`config.mk`:
```
export PLATFORM = sky130hd
export DESIGN_NAME = fifoin_ddr_wr
export DESIGN_NICKNAME = d
export VERILOG_FILES = /design/src/rtl/fifoin_ddr_wr_pkg.sv /design/src/rtl/fifoin_ddr_wr_prefetch.sv /design/src/rtl/fifoin_ddr_wr.sv
export SDC_FILE = /design/constraint.sdc
export NUM_CORES = 1
export LEC_CHECK = 0
export ABC_CLOCK_PERIOD_IN_PS = 4800
export CORE_MARGIN = 5
export CORE_UTILIZATION = 35
export CTS_CLUSTER_DIAMETER = 200
export DETAILED_ROUTE_END_ITERATION = 10
export PLACE_DENSITY_LB_ADDON = 0.12
export SYNTH_ARGS = -nofsm -noshare
export SYNTH_HDL_FRONTEND = slang
export SYNTH_HIERARCHICAL = 1
export SYNTH_SLANG_ARGS = --single-unit
```
`constraint.sdc`:
```
create_clock -name clk -period 4.8 [get_ports clk]
set_clock_uncertainty 0.2 [all_clocks]
set_input_delay 1.44 -clock clk [delete_from_list [all_inputs] [get_ports clk]]
set_output_delay 1.44 -clock clk [all_outputs]
set_load 0.03 [all_outputs]
```
`src/rtl/fifoin_ddr_wr_pkg.sv`:
```
// -----------------------------------------------------------------------------
// fifoin_ddr_wr_pkg
//   Shared types and helpers for the fifoin -> DDR AXI4 burst writer.
//   No ports; imported by fifoin_ddr_wr and fifoin_ddr_wr_prefetch.
// -----------------------------------------------------------------------------
package fifoin_ddr_wr_pkg;

  // Write-path FSM: address phase, data phase, response phase.
  typedef enum logic [1:0] {
    ST_IDLE = 2'd0,
    ST_AW   = 2'd1,
    ST_W    = 2'd2,
    ST_B    = 2'd3
  } state_e;

  // Counter width for beats/reads in one burst; holds 0..64 inclusive.
  localparam int CNT_W = 7;

  // Bytes carried by one AXI data beat.
  function automatic int unsigned beat_bytes(input int unsigned data_width);
    return data_width / 8;
  endfunction

endpackage

```
`src/rtl/fifoin_ddr_wr_prefetch.sv`:
```
// -----------------------------------------------------------------------------
// fifoin_ddr_wr_prefetch
//   Two-entry in-order buffer between the FIFO read port and the AXI W channel.
//   Entry 0 is always the head, so head_o can drive wdata directly.
// Ports
//   clk, rst_n     clock, asynchronous active-low reset
//   push_i         write push_data_i (the FIFO word returned 1 clk after rd_en)
//   push_data_i    FIFO read data
//   pop_i          consume the head (wvalid && wready); only asserted when valid_o
//   head_o         oldest stored word
//   valid_o        buffer non-empty
//   occupancy_o    number of stored words (0..2)
// -----------------------------------------------------------------------------
module fifoin_ddr_wr_prefetch
  import fifoin_ddr_wr_pkg::*;
#(
  parameter int unsigned DATA_WIDTH = 256
) (
  input  logic                  clk,
  input  logic                  rst_n,
  input  logic                  push_i,
  input  logic [DATA_WIDTH-1:0] push_data_i,
  input  logic                  pop_i,
  output logic [DATA_WIDTH-1:0] head_o,
  output logic                  valid_o,
  output logic [1:0]            occupancy_o
);

  logic [DATA_WIDTH-1:0] ent0_q, ent0_d;
  logic [DATA_WIDTH-1:0] ent1_q, ent1_d;
  logic [1:0]            occ_q,  occ_d;

  // NOTE: every variable written here gets its current value first, so no
  // path through the case leaves it unassigned and no latch is inferred.
  always_comb begin
    ent0_d = ent0_q;
    ent1_d = ent1_q;
    occ_d  = occ_q;
    case ({push_i, pop_i})
      2'b10: begin
        if (occ_q == 2'd0) ent0_d = push_data_i;
        else               ent1_d = push_data_i;
        occ_d = occ_q + 2'd1;
      end
      2'b01: begin
        ent0_d = ent1_q;
        occ_d  = occ_q - 2'd1;
      end
      2'b11: begin
        // Simultaneous push/pop keeps the count; new word lands behind the head.
        if (occ_q == 2'd1) begin
          ent0_d = push_data_i;
        end else begin
          ent0_d = ent1_q;
          ent1_d = push_data_i;
        end
      end
      default: ;
    endcase
  end

  // NOTE: the data entries are reset as well because entry 0 drives wdata
  // straight out of the block, which must read zero out of reset.
  always_ff @(posedge clk or negedge rst_n) begin
    if (!rst_n) begin
      ent0_q <= '0;
      ent1_q <= '0;
      occ_q  <= 2'd0;
    end else begin
      ent0_q <= ent0_d;
      ent1_q <= ent1_d;
      occ_q  <= occ_d;
    end
  end

  assign head_o      = ent0_q;
  assign valid_o     = (occ_q != 2'd0);
  assign occupancy_o = occ_q;

endmodule

```
`src/rtl/fifoin_ddr_wr.sv`:
```
// -----------------------------------------------------------------------------
// fifoin_ddr_wr
//   Drains the fifoin read side and writes it to DDR as fixed-length AXI4 INCR
//   bursts at linear frame addresses starting at BASE_ADDR, wrapping at frame
//   end and pulsing frame_done when the last burst of a frame is acknowledged.
// Ports
//   clk, rst_n                      DDR user clock, async active-low reset
//   frame_start                     restart addressing at BASE_ADDR (applied in IDLE)
//   fifo_rd_en / fifo_rd_data       FIFO read strobe / data (1 clk latency)
//   fifo_rd_empty, fifo_rd_water_level  FIFO status
//   axi_aw*, axi_w*, axi_b*         AXI4 write address/data/response channels
//   frame_done                      1-clk pulse after the final burst of a frame
//   busy                            FSM not in IDLE
// -----------------------------------------------------------------------------
module fifoin_ddr_wr
  import fifoin_ddr_wr_pkg::*;
#(
  parameter int unsigned DATA_WIDTH  = 256,
  parameter int unsigned ADDR_WIDTH  = 28,
  parameter int unsigned LEVEL_WIDTH = 8,
  parameter int unsigned BURST_LEN   = 16,
  parameter int unsigned BASE_ADDR   = 0,
  parameter int unsigned FRAME_BYTES = 1843200
) (
  input  logic                    clk,
  input  logic                    rst_n,
  input  logic                    frame_start,
  output logic                    fifo_rd_en,
  input  logic [DATA_WIDTH-1:0]   fifo_rd_data,
  input  logic                    fifo_rd_empty,
  input  logic [LEVEL_WIDTH-1:0]  fifo_rd_water_level,
  output logic [ADDR_WIDTH-1:0]   axi_awaddr,
  output logic [7:0]              axi_awlen,
  output logic                    axi_awvalid,
  input  logic                    axi_awready,
  output logic [DATA_WIDTH-1:0]   axi_wdata,
  output logic [DATA_WIDTH/8-1:0] axi_wstrb,
  output logic                    axi_wlast,
  output logic                    axi_wvalid,
  input  logic                    axi_wready,
  input  logic                    axi_bvalid,
  output logic                    axi_bready,
  output logic                    frame_done,
  output logic                    busy
);

  localparam int unsigned BURST_BYTES = BURST_LEN * beat_bytes(DATA_WIDTH);

  localparam logic [ADDR_WIDTH-1:0]  BASE_A    = ADDR_WIDTH'(BASE_ADDR);
  localparam logic [ADDR_WIDTH-1:0]  BURST_A   = ADDR_WIDTH'(BURST_BYTES);
  localparam logic [ADDR_WIDTH-1:0]  END_A     = ADDR_WIDTH'(BASE_ADDR + FRAME_BYTES);
  localparam logic [CNT_W-1:0]       BURST_CNT = CNT_W'(BURST_LEN);
  localparam logic [CNT_W-1:0]       LAST_CNT  = CNT_W'(BURST_LEN - 1);
  localparam logic [LEVEL_WIDTH-1:0] START_LVL = LEVEL_WIDTH'(BURST_LEN);

  state_e                  state_q, state_d;
  logic [ADDR_WIDTH-1:0]   addr_q, addr_d;
  logic                    fs_pend_q, fs_pend_d;
  logic [CNT_W-1:0]        rd_cnt_q, rd_cnt_d;     // reads issued this burst
  logic [CNT_W-1:0]        beat_cnt_q, beat_cnt_d; // beats accepted this burst
  logic                    rd_pend_q;              // read issued last clk, data arrives now
  logic                    frame_done_q, frame_done_d;

  logic                    buf_valid;
  logic [1:0]              buf_occ;
  logic [DATA_WIDTH-1:0]   buf_head;
  logic                    pop;
  logic                    last_pop;
  logic [2:0]              slots_used;

  fifoin_ddr_wr_prefetch #(
    .DATA_WIDTH (DATA_WIDTH)
  ) u_prefetch (
    .clk         (clk),
    .rst_n       (rst_n),
    .push_i      (rd_pend_q),
    .push_data_i (fifo_rd_data),
    .pop_i       (pop),
    .head_o      (buf_head),
    .valid_o     (buf_valid),
    .occupancy_o (buf_occ)
  );

  assign pop      = buf_valid && axi_wready;
  assign last_pop = pop && (beat_cnt_q == LAST_CNT);

  // A slot freed by this clk's pop counts as free, which keeps one beat per
  // clk flowing once the pipeline has filled. pop implies occupancy >= 1.
  assign slots_used = {1'b0, buf_occ} + {2'b00, rd_pend_q} - {2'b00, pop};

  assign fifo_rd_en = ((state_q == ST_AW) || (state_q == ST_W)) &&
                      (slots_used < 3'd2) &&
                      (rd_cnt_q < BURST_CNT) &&
                      !fifo_rd_empty;

  always_comb begin
    state_d      = state_q;
    addr_d       = addr_q;
    fs_pend_d    = fs_pend_q | frame_start;
    rd_cnt_d     = rd_cnt_q;
    beat_cnt_d   = beat_cnt_q;
    frame_done_d = 1'b0;

    if (fifo_rd_en) rd_cnt_d   = rd_cnt_q + 1'b1;
    if (pop)        beat_cnt_d = beat_cnt_q + 1'b1;

    case (state_q)
      ST_IDLE: begin
        if (fs_pend_d) begin
          addr_d    = BASE_A;
          fs_pend_d = 1'b0;
        end
        if (fifo_rd_water_level >= START_LVL) begin
          state_d    = ST_AW;
          rd_cnt_d   = '0;
          beat_cnt_d = '0;
        end
      end
      ST_AW: begin
        // Data may run ahead of the address handshake; if every beat already
        // went out, skip straight to the response phase.
        if (axi_awready) begin
          if (last_pop || (beat_cnt_q == BURST_CNT)) state_d = ST_B;
          else                                       state_d = ST_W;
        end
      end
      ST_W: begin
        if (last_pop) state_d = ST_B;
      end
      ST_B: begin
        if (axi_bvalid) begin
          if (addr_q + BURST_A == END_A) begin
            addr_d       = BASE_A;
            frame_done_d = 1'b1;
          end else begin
            addr_d = addr_q + BURST_A;
          end
          state_d = ST_IDLE;
        end
      end
      default: state_d = ST_IDLE;
    endcase
  end

  // NOTE: state registers use non-blocking assignments so every flop samples
  // the values from before the edge, independent of statement order.
  always_ff @(posedge clk or negedge rst_n) begin
    if (!rst_n) begin
      state_q      <= ST_IDLE;
      addr_q       <= BASE_A;
      fs_pend_q    <= 1'b0;
      rd_cnt_q     <= '0;
      beat_cnt_q   <= '0;
      rd_pend_q    <= 1'b0;
      frame_done_q <= 1'b0;
    end else begin
      state_q      <= state_d;
      addr_q       <= addr_d;
      fs_pend_q    <= fs_pend_d;
      rd_cnt_q     <= rd_cnt_d;
      beat_cnt_q   <= beat_cnt_d;
      rd_pend_q    <= fifo_rd_en;
      frame_done_q <= frame_done_d;
    end
  end

  assign axi_awaddr  = addr_q;
  assign axi_awlen   = 8'(BURST_LEN - 1);
  assign axi_awvalid = (state_q == ST_AW);
  assign axi_wdata   = buf_head;
  assign axi_wstrb   = '1;
  assign axi_wvalid  = buf_valid;
  assign axi_wlast   = buf_valid && (beat_cnt_q == LAST_CNT);
  assign axi_bready  = (state_q == ST_B);
  assign frame_done  = frame_done_q;
  assign busy        = (state_q != ST_IDLE);

endmodule

```
After elaboration in Yosys (flattened, before gate mapping):

Cells that the tools add are included.

* flip-flop bits (word level): 561
* input bits: 271
* output and inout bits: 331
* word-level logic and storage cells: 87

* $add $sub $neg: 7
* order comparisons: 3
* equal/unequal tests: 18
* mux-type cells: 27
* bitwise operators: 1
* reduce and logical (&&, ||, !) cells: 21

Operators with widths (number)
* $mux W256: 4
* $pmux W256 S3: 1
* $pmux W256 S2: 1
* $mux W28: 3
* $pmux W28 S2: 1
* $mux W7: 6
* $add A28 B10 Y28 const B: 1
* $eq A28 B21 Y1 const B: 1
* $add A7 B1 Y7 const B: 2
* $ne A2 B2 Y1 const B: 6
* $reduce_bool A2 Y1: 5
* $eq A2 B2 Y1 const B: 4
* $ge A8 B5 Y1 const B: 1
* $mux W2: 4
* $pmux W2 S4: 1
* $eq A7 B4 Y1 const B: 1
* $eq A7 B5 Y1 const B: 1
* $lt A7 B5 Y1 const B: 1
* $eq A2 B1 Y1 const B: 3
* $logic_and A1 B1 Y1: 6
* $reduce_and A3 Y1: 2
* $mux W1: 5
* $logic_not A2 Y1: 2
* $ne A2 B1 Y1 const B: 2
* other kinds (12): 13

Depth between registers and ports, before layout:

* word-level depth: 10
* mapped depth: 14
* gate-level depth less buffers: 12

Cells and area by module:

The synthesis kept the hierarchy.

By module, submodules not included
* fifoin_ddr_wr_prefetch: instances 1, cells each 2047, area an instance 22467.8 um2, seq. area each 12862.3 um2
* fifoin_ddr_wr: instances 1, cells each 320, area an instance 2805.2 um2, seq. area each 950.9 um2

Least setup slack after synthesis:

OpenSTA, ideal clock, no wires.

* kind: input to output
* start: input axi_wready
* end: output fifo_rd_en
* arrival time: 3.070 ns
* path slack: 0.090 ns
* stages: 6
* path through: nand2_1 -> nor2_1 -> o21ai_0 -> fa_1 -> nand3_1 -> nor2_1

* longest elaborated chain between the ends: 6

Ends and longest elaborated chain
* start: declaration: line fifoin_ddr_wr.sv:40 `input logic axi_wready,`
* $logic_and A1 B1 Y1: line fifoin_ddr_wr.sv:84 `assign pop = buf_valid && axi_wready;`
* $sub A3 B1 Y3: line fifoin_ddr_wr.sv:89 `assign slots_used = {1'b0, buf_occ} + {2'b00, rd_pend_q} - {2'b00, pop};`
* $lt A3 B2 Y1: line fifoin_ddr_wr.sv:92 `(slots_used < 3'd2) &&`
* $logic_and A1 B1 Y1: line fifoin_ddr_wr.sv:91 `assign fifo_rd_en = ((state_q == ST_AW) || (state_q == ST_W)) &&`
* $logic_and A1 B1 Y1: line fifoin_ddr_wr.sv:92
* $logic_and A1 B1 Y1: line fifoin_ddr_wr.sv:93 `(rd_cnt_q < BURST_CNT) &&`
* end: declaration: line fifoin_ddr_wr.sv:28 `output logic fifo_rd_en,`

Every way passes these cells.

Final worst setup path:

Ends and elaborated chain as after synthesis.

==> flow_summary.ini <==
[global_routing]
grt_pass1_vias = 21757
grt_pass1_wl_mm = 137
grt_max_degree = 171
grtUsageTotal_pct = 21.8
antenna_found_initial = 22
grt_overflow_total = 0

[yosys]
synthFlopType = dfrtp_1
ys_top_cells_by_count = dfrtp_1, o21ai_0, a21oi_1
avgSynthCellArea_um2 = 10.7
yosys_warnings = 6
ys_ff_latch = 552
async_reset_ff_share_pct = 100
ys_types = 55
syn_area_um2 = 25300
yosysMostFrequentCell = dfrtp_1
netlist_top_cells_area = dfrtp_1, mux2_2, o21ai_0
synth_edf_count = 0
synth_top_area_share_pct = 54.7
yosys.area.top_type = dfrtp_1
synth-seq-area-share_pct = 54.7
syn_inst = 2367

[die]
start_util_pct = 35.3
core_area_um2 = 71600
dieArea_um2 = 77700
die_y_um = 279
fp.dieW_um = 279
row_count = 98
io-pin-count = 602

[sta]
setup_viol = 0
fin_crit_ns = 4.51
whs_ns = 0.287
tightest_slew_ns = 1.21
hold_viol_final = 0
rsz0062_at_grt = no
drv_slew = 0
period_share_pct = 93.9
max_freq_mhz = 222
slew_headroom_pct = 19.5

[routing]
vias = 21069
drt_iter0_markers = 1315
firstDrtPassIters = 5
drc = 0
antenna_left = 0
wl_per_cell_um = 23.6
wl_mm = 89.7
via_per_inst = 5.55

[clock_tree]
tritoncts = built
h-tree-depth = 2
clock_latency_ns = 0.61
clockBufferDepth = 3
cts_sinks = 552
numCtsBuffers = 61
root_buffer = clkbuf_16
hold_buffers = 0
path_clk_slew_ns = 0.06

[cells_and_area]
drive_gt1_share_pct = 15.2
area_growth_pct = 32.4
finalInstanceArea_um2 = 33500
nets = 3073

[critical_path]
cp.required_ns = 3.16
r2r_slack_ns = 1.42
crit_path_start_kind = input port
crit_path_end_kind = output port
worstPathMaxFanout = 3
timing.rr.end = u_prefetch/head_o[174]
rr_startpoint = u_prefetch/occupancy_o[0]
worst_r2r_path_depth = 11
critical_path_class = input port to output port
arrival_ns = 2.87

[power_and_ir_drop]
p_leak_nw = 13.2
power_mw = 27.0
pwr_density_cell_nw_per_um2 = 807
ir_drop_uv = 633

[placement]
place_congestion = 0.864
hpwl_mm = 55.2
place_area_um2 = 31400
port_buffers = 548

[hold_path]
holdCritStartpoint = fs_pend_q
hold_class = flip-flop to flip-flop
hold_path_depth = 2
min_to = fs_pend_q

[run_status]
status = finished clean

[job]
drv_cap = 0
## placed cells by master (no fill, tap or decap), types with 3 or more instances in the layout
master and count:
a21oi_1 258, a22o_1 3, a31oi_1 257, buf_12 30, buf_4 23, bufinv_16 4, clkbuf_1 18, clkbuf_16 63
clkbuf_8 10, clkdlybuf4s50_1 545, clkinv_2 12, conb_1 49, dfrtp_1 552, diode_2 14, ha_1 14, inv_1 14
mux2_2 257, mux2i_1 4, nand2_1 37, nand3_1 13, nand4_1 8, nor2_1 36, nor2b_1 3, nor3_1 6
nor4_1 4, o21ai_0 483, o21ai_1 47, o31ai_1 11, xnor2_1 9, xor2_1 7
## worst max path at each step
stage	cells after the start	to	start	slack [ns]
2_1_floorplan	6	fifo_rd_en	axi_wready	0.09
6_report	9	fifo_rd_en	axi_wready	0.29
3_3_place_gp	8	fifo_rd_en	axi_wready	-0.15
5_1_grt	10	fifo_rd_en	u_prefetch/occupancy_o[0]	0.08
4_1_cts	8	fifo_rd_en	axi_wready	0.02
3_5_place_dp	8	fifo_rd_en	axi_wready	-0.08
## power breakdown
part           internal [mW]  switching (mW)  leakage (nW)  total, mW
combinational           5.68            8.26          5.66       13.9
sequential              7.07            1.26          6.53       8.33
clock                   2.76            1.95         0.982       4.71
total                   15.5            11.5          13.2       27.0
## stage by stage
stage	setup slack (ns)	setup TNS, ns	util, %	instances
after floorplan	0.0902	0	-	2414
after global routing	0.0790	0	46.7	3794
after global placement	-0.148	-0.148	43.8	3671
after detailed placement	-0.0770	-0.0770	43.8	3671
after CTS	0.0151	0	46.6	3783
final	0.294	0	46.7	3798
## flip-flops by register name, summed over array words and instances, names as in the netlist
name / count
rd_cnt_q: 7
frame_done: 1
state_q: 2
u_prefetch/ent1_q: 256
axi_awaddr: 19
rd_pend_q: 1
u_prefetch/occupancy_o: 2
u_prefetch/head_o: 256
fs_pend_q: 1
beat_cnt_q: 7
## layer usage
| layer | vias up | track usage, % | share of wire [%] |
|---|---|---|---|
| met3 | 113 | 5.58 | 7.0 |
| met4 | 14 | 5.68 | 2.2 |
| met1 | 10787 | 28.9 | 42 |
| met5 | - | 0 | 0.11 |
| met2 | 698 | 36.1 | 49 |
| li1 | 9457 | - | - |
## worst max-delay path: stages
cell	delay, ns
dlymetal6s2s_1	0.13
nand2_2	0.08
nor2_2	0.05
buf_4	0.13
buf_4	0.12
fa_1	0.50
nand3_2	0.11
nor2_4	0.15
buf_6	0.15
## timing repair
action / in CTS / in global routing
buffers inserted: 1 / 1
endpoints found under the setup margin: 1 / 1
pin swaps: 1 / 3
gates resized for setup: 3 / 6
## logic make-up after synthesis
kind of cell             Yosys count  share of synthesized area [%]
multiplexers                     261                           11.6
flip-flops                       552                           54.7
XOR/XNOR                          17                          0.619
AO/OA/AOI/OAI                   1072                           23.0
other                              2                         0.0297
AND/OR/NAND/NOR                  140                           2.91
buffers and inverters            307                           6.39
adder cells (fa/ha/maj)           16                          0.822
## layout make-up
type | count | area, um^2
Clock buffer | 91 | 1780
Inverter | 15 | 56.3
Fill cell | 6631 | 38200
Sequential cell | 552 | 13800
Timing Repair Buffer | 601 | 6270
Antenna cell | 14 | 35.0
Clock inverter | 20 | 213
Multi-Input combinational cell | 1555 | 10100
Tap cell | 950 | 1190
(Power assumes the default switching activity.)
